## config.mk

```make
export PLATFORM = sky130hd
export DESIGN_NAME = prism_aux_datapath
export DESIGN_NICKNAME = d
export VERILOG_FILES = /design/src/rtl/prism_aux_datapath.sv
export SDC_FILE = /design/constraint.sdc
export NUM_CORES = 1
export LEC_CHECK = 0
export CORE_UTILIZATION = 56
export CTS_CLUSTER_DIAMETER = 50
export CTS_CLUSTER_SIZE = 30
export DETAILED_ROUTE_END_ITERATION = 7
export GPL_ROUTABILITY_DRIVEN = 0
export GPL_TIMING_DRIVEN = 0
export PLACE_DENSITY = 0.78
export SKIP_CTS_REPAIR_TIMING = 1
export SKIP_LAST_GASP = 1
export SLEW_MARGIN = 40
export SYNTH_ARGS = -nofsm -noshare
export SYNTH_HDL_FRONTEND = slang
export SYNTH_SLANG_ARGS = --single-unit
```

## constraint.sdc

```tcl
create_clock -name clk -period 8.3 [get_ports clk]
set_clock_uncertainty 0.1 [all_clocks]
set_input_delay 1.66 -clock clk [delete_from_list [all_inputs] [get_ports clk]]
set_output_delay 1.66 -clock clk [all_outputs]
set_load 0.05 [all_outputs]
```

## src/rtl/prism_aux_datapath.sv

```systemverilog
// PRISM auxiliary datapath: down-counters, up-counter with compare,
// bidirectional shift register, output latch and sticky interrupts.
module prism_aux_datapath #(
  parameter int NCNT    = 2,
  parameter int CNT_W   = 24,
  parameter int UCNT_W  = 5,
  parameter int SHIFT_W = 32,
  parameter int LATCH_W = 2
) (
  input  logic               clk,
  input  logic               rst_n,
  input  logic               exec,
  input  logic [NCNT-1:0]    ctrl_load,
  input  logic [NCNT-1:0]    ctrl_dec,
  input  logic               ctrl_inc,
  input  logic               ctrl_clr,
  input  logic               ctrl_shift,
  input  logic               ctrl_latch,
  input  logic [LATCH_W-1:0] fsm_out,
  input  logic [3:0]         pins_in,
  input  logic [5:0]         reg_addr,
  input  logic [31:0]        reg_wdata,
  input  logic               reg_wr,
  output logic [31:0]        reg_rdata,
  output logic [NCNT-1:0]    cnt_zero,
  output logic               ucnt_match,
  output logic               shift_done,
  output logic               shift_bit,
  output logic [LATCH_W-1:0] latched_out,
  output logic               irq
);

  logic [CNT_W-1:0]   cnt [NCNT];
  logic [CNT_W-1:0]   pre [NCNT];
  logic [UCNT_W-1:0]  ucnt;
  logic [UCNT_W-1:0]  compare;
  logic [SHIFT_W-1:0] shreg;
  logic [5:0]         bit_cnt;
  logic [1:0]         in_sel;
  logic               dir;
  logic [5:0]         len;
  logic               en_match;
  logic               en_done;
  logic [2:0]         pending;
  logic               prev_match;

  logic               wr_cfg;
  logic               wr_shift;
  logic               wr_ucnt;
  logic [NCNT-1:0]    wr_cnt;
  logic               inc_e;
  logic               clr_e;
  logic               do_shift;
  logic               wrap;
  logic               pin;
  logic [5:0]         eff_len;
  logic [SHIFT_W-1:0] mask;
  logic [SHIFT_W-1:0] top;
  logic [SHIFT_W-1:0] sh_nx;
  logic [2:0]         pend_set;
  logic [2:0]         pend_nx;

  assign wr_cfg   = reg_wr && (reg_addr == 6'h00);
  assign wr_shift = reg_wr && (reg_addr == 6'h04);
  assign wr_ucnt  = reg_wr && (reg_addr == 6'h18);
  assign inc_e    = exec & ctrl_inc;
  assign clr_e    = exec & ctrl_clr;
  assign do_shift = exec & ctrl_shift & ~wr_shift;
  assign pin      = pins_in[in_sel];

  assign ucnt_match  = (ucnt == compare);
  assign shift_done  = (bit_cnt == 6'd0);
  assign irq         = |pending;

  // Effective shift length, masks and next shift value
  always_comb begin
    if (len == 6'd0 || len > 6'(SHIFT_W)) eff_len = 6'(SHIFT_W);
    else eff_len = len;
    for (int i = 0; i < SHIFT_W; i++) begin
      mask[i] = (i < int'(eff_len));
      top[i]  = (i == int'(eff_len) - 1);
    end
    if (dir)
      sh_nx = ((shreg >> 1) & ~top) | (top & {SHIFT_W{pin}});
    else
      sh_nx = {shreg[SHIFT_W-2:0], pin};
    sh_nx = sh_nx & mask;
    shift_bit = dir ? shreg[0] : |(shreg & top);
    wrap = (bit_cnt >= eff_len - 6'd1);
  end

  // Interrupt set/clear; a set in the clearing cycle wins
  always_comb begin
    pend_set[0] = en_match & ucnt_match & ~prev_match;
    pend_set[1] = do_shift & wrap & en_done;
    pend_set[2] = inc_e & clr_e;
    pend_nx = (wr_cfg && reg_wdata[31]) ? 3'b000 : pending;
    pend_nx = pend_nx | pend_set;
  end

  // Per-counter write strobes and zero flags
  always_comb begin
    for (int i = 0; i < NCNT; i++) begin
      wr_cnt[i]   = reg_wr && (reg_addr == 6'(8 + 4 * i));
      cnt_zero[i] = (cnt[i] == '0);
    end
  end

  // Down-counters and their preload registers
  always_ff @(posedge clk or negedge rst_n) begin
    if (!rst_n) begin
      for (int i = 0; i < NCNT; i++) begin
        cnt[i] <= '0;
        pre[i] <= '0;
      end
    end else begin
      for (int i = 0; i < NCNT; i++) begin
        if (wr_cnt[i]) pre[i] <= reg_wdata[CNT_W-1:0];
        if (exec && ctrl_load[i]) cnt[i] <= pre[i];
        else if (exec && ctrl_dec[i] && cnt[i] != '0)
          cnt[i] <= cnt[i] - CNT_W'(1);
      end
    end
  end

  // Config, shift, up-counter, latch and interrupt state
  always_ff @(posedge clk or negedge rst_n) begin
    if (!rst_n) begin
      in_sel      <= '0;
      dir         <= 1'b0;
      len         <= '0;
      en_match    <= 1'b0;
      en_done     <= 1'b0;
      pending     <= '0;
      prev_match  <= 1'b1;
      shreg       <= '0;
      bit_cnt     <= '0;
      compare     <= '0;
      ucnt        <= '0;
      latched_out <= '0;
    end else begin
      if (wr_cfg) begin
        in_sel   <= reg_wdata[1:0];
        dir      <= reg_wdata[2];
        len      <= reg_wdata[8:3];
        en_match <= reg_wdata[16];
        en_done  <= reg_wdata[17];
      end
      pending    <= pend_nx;
      prev_match <= ucnt_match;
      if (wr_shift) begin
        shreg   <= reg_wdata[SHIFT_W-1:0];
        bit_cnt <= '0;
      end else if (do_shift) begin
        shreg   <= sh_nx;
        bit_cnt <= wrap ? 6'd0 : bit_cnt + 6'd1;
      end
      if (wr_ucnt) compare <= reg_wdata[UCNT_W-1:0];
      if (inc_e && !clr_e) ucnt <= ucnt + UCNT_W'(1);
      else if (clr_e && !inc_e) ucnt <= '0;
      if (exec && ctrl_latch) latched_out <= fsm_out;
    end
  end

  // Zero-wait register read mux
  always_comb begin
    reg_rdata = 32'h0;
    case (reg_addr)
      6'h00: reg_rdata = {5'b0, pending, 6'b0, en_done,
                          en_match, 7'b0, len, dir, in_sel};
      6'h04: reg_rdata = 32'(shreg);
      6'h18: reg_rdata = {16'(compare), 16'(ucnt)};
      default: begin
        for (int i = 0; i < NCNT; i++)
          if (reg_addr == 6'(8 + 4 * i)) reg_rdata = 32'(cnt[i]);
      end
    endcase
  end

endmodule

```

# == Yosys cells after proc, flatten, opt, wreduce, memory -nomap -nowiden ==
# Cells that the tools add are included.
# classes
order_cmp,35
eq_ne,36
mux,20
bitwise_logic,18
addsub,6
reduce_logical,32
# ops
operator,count
32-bit 2-to-1 mux,4
24-bit 2-to-1 mux,5
6-bit by 7-bit == test with 1-bit output (first input constant),16
32-bit bitwise AND,3
5-bit by 6-bit less-than comparator with 1-bit output (first input constant),16
32-bit case mux with 3 select lines,1
5-bit by 7-bit == test with 1-bit output (first input constant),8
24-bit logical NOT,2
4-bit by 6-bit less-than comparator with 1-bit output (first input constant),8
24-bit nonzero test,2
24-bit by 1-bit subtractor with 24-bit output (second input constant),2
31-bit by 32-bit bitwise AND with 32-bit output,1
32-bit logical NOT,1
32-bit inverter,1
32-bit bitwise OR,1
32-bit OR reduction,1
4-bit by 7-bit == test with 1-bit output (first input constant),4
3-bit by 6-bit less-than comparator with 1-bit output (first input constant),4
6-bit 2-to-1 mux,4
6-bit logical NOT,3
1-bit logical AND,15
3-bit by 7-bit == test with 1-bit output (first input constant),2
6-bit by 4-bit == test with 1-bit output (second input constant),2
1-bit by 6-bit less-than comparator with 1-bit output (first input constant),2
23 further kinds,39
# totals
register_bits,161
wordCells,163
output_inout_bits,40
in_bits,56

# == Longest topological paths before layout ==
# logic_depth
word_depth,12
ltp_mapped,16
mapped_depth_nobuf,12

# == Worst setup path after synthesis ==
# OpenSTA, ideal clock, no wires.
# synth_timing
kind,input -> output
from,input port reg_addr[2]
to,output port reg_rdata[16]
t_required_ns,6.540
n_path_buf,3
stages,5
slack_ns,2.450
arrival_ns,4.090
cell_sequence,clkbuf_1 -> buf_1 -> clkbuf_1 -> mux2i_1 -> o21ai_0
# synth_via
elab_chain_len,4
elab_cells_between_ends,8
cone_classes,4 x eq/ne; 3 x mux; 1 x reduce/logical
# synth_lines
element,line,text
"start, declared",21,"input logic [5:0] reg_addr,"
6-bit by 4-bit == test with 1-bit output,175,if (reg_addr == 6'(8 + 4 * i)) reg_rdata = 32'(cnt[i]);
24-bit 2-to-1 mux,175,
32-bit 2-to-1 mux,175,
32-bit case mux with 3 select lines (*),168,case (reg_addr)
"end, declared",24,"output logic [31:0] reg_rdata,"
# Every way passes the cells marked *; elsewhere a longest branch is shown, timed or not.

# == Worst setup path after layout ==
# layout_timing
from,register len[5]
to,output port shift_bit
# layout_via
elab_chain_len,8
elab_cells_between_ends,40
cone_classes,1 x add/sub; 1 x order compare; 31 x eq/ne; 2 x mux; 1 x bitwise; 4 x reduce/logical
# layout_lines
element,line,text
"start, declared",41,logic [5:0] len;
"start signal, assigned",145,len <= reg_wdata[8:3];
6-bit > comparator or 6-bit logical NOT (tied branches),77,if (len == 6'd0 || len > 6'(SHIFT_W)) eff_len = 6'(SHIFT_W);
1-bit logical OR,77,
6-bit 2-to-1 mux (*),77,
6-bit by 1-bit subtractor with 7-bit output (*),81,top[i] = (i == int'(eff_len) - 1);
"32-bit logical NOT, or another cell as far along",81,
32-bit bitwise AND (*),88,shift_bit = dir ? shreg[0] : |(shreg & top);
32-bit OR reduction (*),88,
1-bit 2-to-1 mux (*),88,
"end, declared",28,"output logic shift_bit,"
# Marks and branches as above.

==> metrics.md <==
| Metric | Value |
|---|---|
| Run status | `finished clean` |
| Cell depth of the worst flop-to-flop path | `16` |
| Clock sink count | `161` |
| #FFs+latches synth | `161` |
| Number of synthesized flops with an enable pin | `0` |
| Worst rel slew slack | `0.382` |
| Worst hold path stage count | `2` |
| Startpoint of the most critical register-to-register path | `len[5]` |
| Share of the core filled with cells in the final layout | `0.687` |
| WL/cell | `23.4 microns` |
| Worst-margin pin slew | `921 ps` |
| Detailed-routed wire length on met2 | `15600 microns` |
| Design area | `0.0120 sq mm` |
| Final Total Pwr | `0.00265 W` |
| Vias in the first global route | `9269` |
| Power per unit of standard cell area | `221 mW/mm^2` |
| Vias after detailed routing | `9758` |
| Final Routed Wirelength | `33900 microns` |
| Portion of the post-synthesis area used by sequential elements | `0.397` |
| Die Wd | `137 microns` |
| Die H | `137 microns` |
| Crit. Startpoint | `len[5]` |
| Setup TNS Final | `0 ps` |
| Data arrival time of the critical path | `5220 ps` |
| Detailed-placement wirelength estimate | `25200 microns` |
| Fraction of post-synthesis cell area in the top cell type by area | `0.394` |
| Number of design-rule violations left by the first detailed-router iteration | `1388` |
| Gate count of the mapped netlist | `1098` |
| Crit-path cells | `clkbuf_1 -> clkbuf_1 -> nor2b_1 -> inv_1 -> ha_1 -> clkbuf_1 -> clkbuf_1 -> o21ai_0 -> o32a_1 -> nand3_1 -> a221oi_1 -> a2bb2oi_1 -> clkdlybuf4s50_1` |
| Family of cells with the greatest summed delay on the critical path | `buffers and inverters` |
| TritonCTS clock tree | `done` |
| Setup repair after global routing missed its margin | `no` |
| Sum of met3 wire segment lengths after detailed routing | `3450 microns` |
| Critical Path RT | `6540 ps` |
| Clock buffers created by TritonCTS | `17` |
| Post-detailed-route DRC marker count | `0` |
| Post-synthesis net count | `1173` |
| Post-synth top area cell | `dfrtp_1` |
| Final standard cell count with taps included and fillers excluded | `1451` |
| Routed metal-1 wire length | `12900 microns` |
| Min-Delay Startpoint | `pre[44]` |
| Pin count of the biggest net entering global routing | `67` |
| Total grt overflow | `0` |
| Reported max-cap violation count | `0` |
| Starting density of the core | `0.581` |
| Final worst path period share | `0.841` |
| Placed cell area | `0.0114 sq mm` |
| Global-route wire length before repair | `51600 microns` |
| Endpoint of the most critical register-to-register path | `bit_cnt[4]` |
| Topmost layer with routed signal wires | `met4` |
| Final-report setup violation count | `0` |
| Critical path launch point type | `register` |
| Critical Setup Path Class | `register to output port` |
| Main synth FF type | `dfrtp_1` |
| Max IR drop VDD | `161 uV` |
| I/O pins | `96` |
| H-Tree Depth | `4` |
| Clock latency reported for the late side of the worst-skew pair | `430 ps` |
| Tightest Hold Check Type | `register to register` |
| WP buf/inv | `6` |
| Detailed Routing Iterations Pass 1 | `7` |
| Synthesized area per cell | `9.25 sq um` |
| Reg-to-reg setup timing slack | `3250 ps` |
| Critical path fanouts, max | `10` |
| Lkg Pwr | `5.30 nW` |
| Fraction of final layout cells with drive strength greater than 1 | `0.112` |
| Slew Limit Fails | `0` |
| Fraction of registers with async set/reset | `1.00` |
| Antenna violation net count after detailed routing | `0` |
| Final critical-path required period | `6980 ps` |
| Highest attainable clock frequency | `143 MHz` |
| Cell count after placement | `1418` |
| Die ar. | `0.0187 sq mm` |
| Clock-pin slew reported for the worst setup and hold paths after clock tree synthesis | `70 ps` |
| Number of buffer cells added on primary ports | `93` |
| Clk Tree Root Cell | `clkbuf_16` |
| Slowest cell delay on critical path | `850 ps` |
| Ranking of synthesized cells by area | `dfrtp_1 39%, mux2_2 8.6%, mux2i_1 4.4%, nor2_1 4.0%, a21oi_1 3.4%` |
| Post-synthesis instance area | `0.0102 sq mm` |
| Critical path endpoint category | `output port` |
| Filler cell count | `1374` |
| Number of antenna violations at the first check in global routing | `0` |
| Core region area | `0.0175 sq mm` |
| Number of warnings issued by yosys | `0` |
| Final Hold Fails | `0` |
| Master of the slowest instance on the critical path | `clkdlybuf4s50_1` |
| Number of vias per cell | `6.73` |
| Cell repeated most along the worst path | `clkbuf_1` |
| Relative area change from synthesis to final layout | `18.2%` |
| Netlist cell types | `64` |
| Longest Clk Path Bufs | `2` |
| Number of rows in the core area | `48` |
| Hold path endpoint | `cnt[44]` |
| Net total in the final layout | `1287` |
| Total GRT Usage | `0.374` |
metrics by stage:
| stage | hold WS [ps] | setup WS (ps) |
|---|---|---|
| after floorplan | 344 | 2450 |
| after global placement | 353 | -1090 |
| after detailed placement | 362 | 1780 |
| after CTS | 381 | 1520 |
| after global routing | 413 | 1210 |
| final | 380 | 1320 |
per-layer routing:
layer | track usage | vias to the layer above
met1 | 0.472 | 4676
met3 | 0.0941 | 177
met4 | 0.207 | 0
li1 | - | 4267
met2 | 0.588 | 638
met5 | 0 | -
cells in the mapped netlist, types with 5 or more instances:
cell type	n
o22ai_1	10
a22oi_1	15
or2_2	7
nand4_1	6
a22o_1	9
a221o_1	11
o211ai_1	6
nand2b_1	9
nor2b_1	13
mux4_2	8
nand3_1	52
a31oi_1	9
mux2_2	78
or3_1	14
a21o_1	5
ha_1	19
and2_1	12
nor2_1	108
nor3_1	22
o21ai_0	52
or4_1	9
xor2_1	11
buf_1	6
nor4_1	18
nand2_1	86
a211o_1	26
clkbuf_1	63
o221ai_1	6
xnor2_1	30
and3_1	27
inv_1	22
mux2i_1	45
dfrtp_1	160
a21oi_1	69
state kept, by name, indices dropped and copies added, names as in the netlist:
name,cells
bit_cnt,6
cnt,48
compare,5
dir,1
en_done,1
en_match,1
in_sel,2
latched_out,2
len,6
pending,3
pre,48
prev_match,1
shreg,32
ucnt,5
cells by family after synthesis:
family                     Yosys count  share of synthesized area
adders and majority gates           19                     0.0234
other                                1                   0.000369
buffers and inverters               96                     0.0360
DFF                                161                      0.397
and+or+nand+nor                    397                      0.193
xor gates and xnor gates            41                     0.0354
AOI/OAI and AO/OA                  252                      0.167
muxes                              131                      0.149
cell type report:
type,instances,area [sq um],area share
Antenna cell,1,2.50,0.000209
Buffer,73,279,0.0233
Timing Repair Buffer,95,991,0.0826
Inverter,23,86.3,0.00719
Sequential cell,161,4030,0.336
Clock buffer,19,443,0.0369
Multi-Input combinational cell,841,5770,0.481
Clock inverter,13,119,0.00991
Tap cell,225,282,0.0235
worst max-delay path by stage:
stage / cells past startpoint / end
6_report: 13 / shift_bit
5_1_grt: 13 / shift_bit
4_1_cts: 13 / shift_bit
3_5_place_dp: 8 / reg_rdata[17]
3_3_place_gp: 1 / len[5]
2_1_floorplan: 5 / reg_rdata[16]
power breakdown:
group / leakage [nW] / switching (W) / internal [W]
Sequential: 2.09 / 0.000184 / 0.000918
Combinational: 2.93 / 0.000465 / 0.000329
Clock: 0.277 / 0.000354 / 0.000404
Total: 5.30 / 0.00100 / 0.00165
worst register-to-register path, cell delays in order, from the launching register on:
cell and delay [ps]:
dfrtp_1 380, clkbuf_1 350, clkbuf_1 490, nor2b_1 290
inv_1 190, ha_1 170, clkbuf_1 360, clkbuf_1 480
o21ai_0 400, o211ai_1 300, o31ai_1 140, ha_1 300
o21ai_0 150, inv_1 80, a21o_1 270, or3_1 390
mux2i_1 130
cell usage in the layout (no fill, tap or decap), drive strengths merged, types with 10 or more instances in the layout:
master / instances
dfrtp: 160
nor2: 108
clkdlybuf4s50: 92
nand2: 86
clkbuf: 82
mux2: 78
a21oi: 69
o21ai: 52
nand3: 52
mux2i: 45
xnor2: 30
inv: 30
and3: 27
a211o: 26
nor3: 23
ha: 19
nor4: 19
a22oi: 15
or3: 14
nor2b: 13
buf: 13
and2: 12
xor2: 11
a221o: 11
or4: 11
o22ai: 10
(Power assumes the default switching activity.)
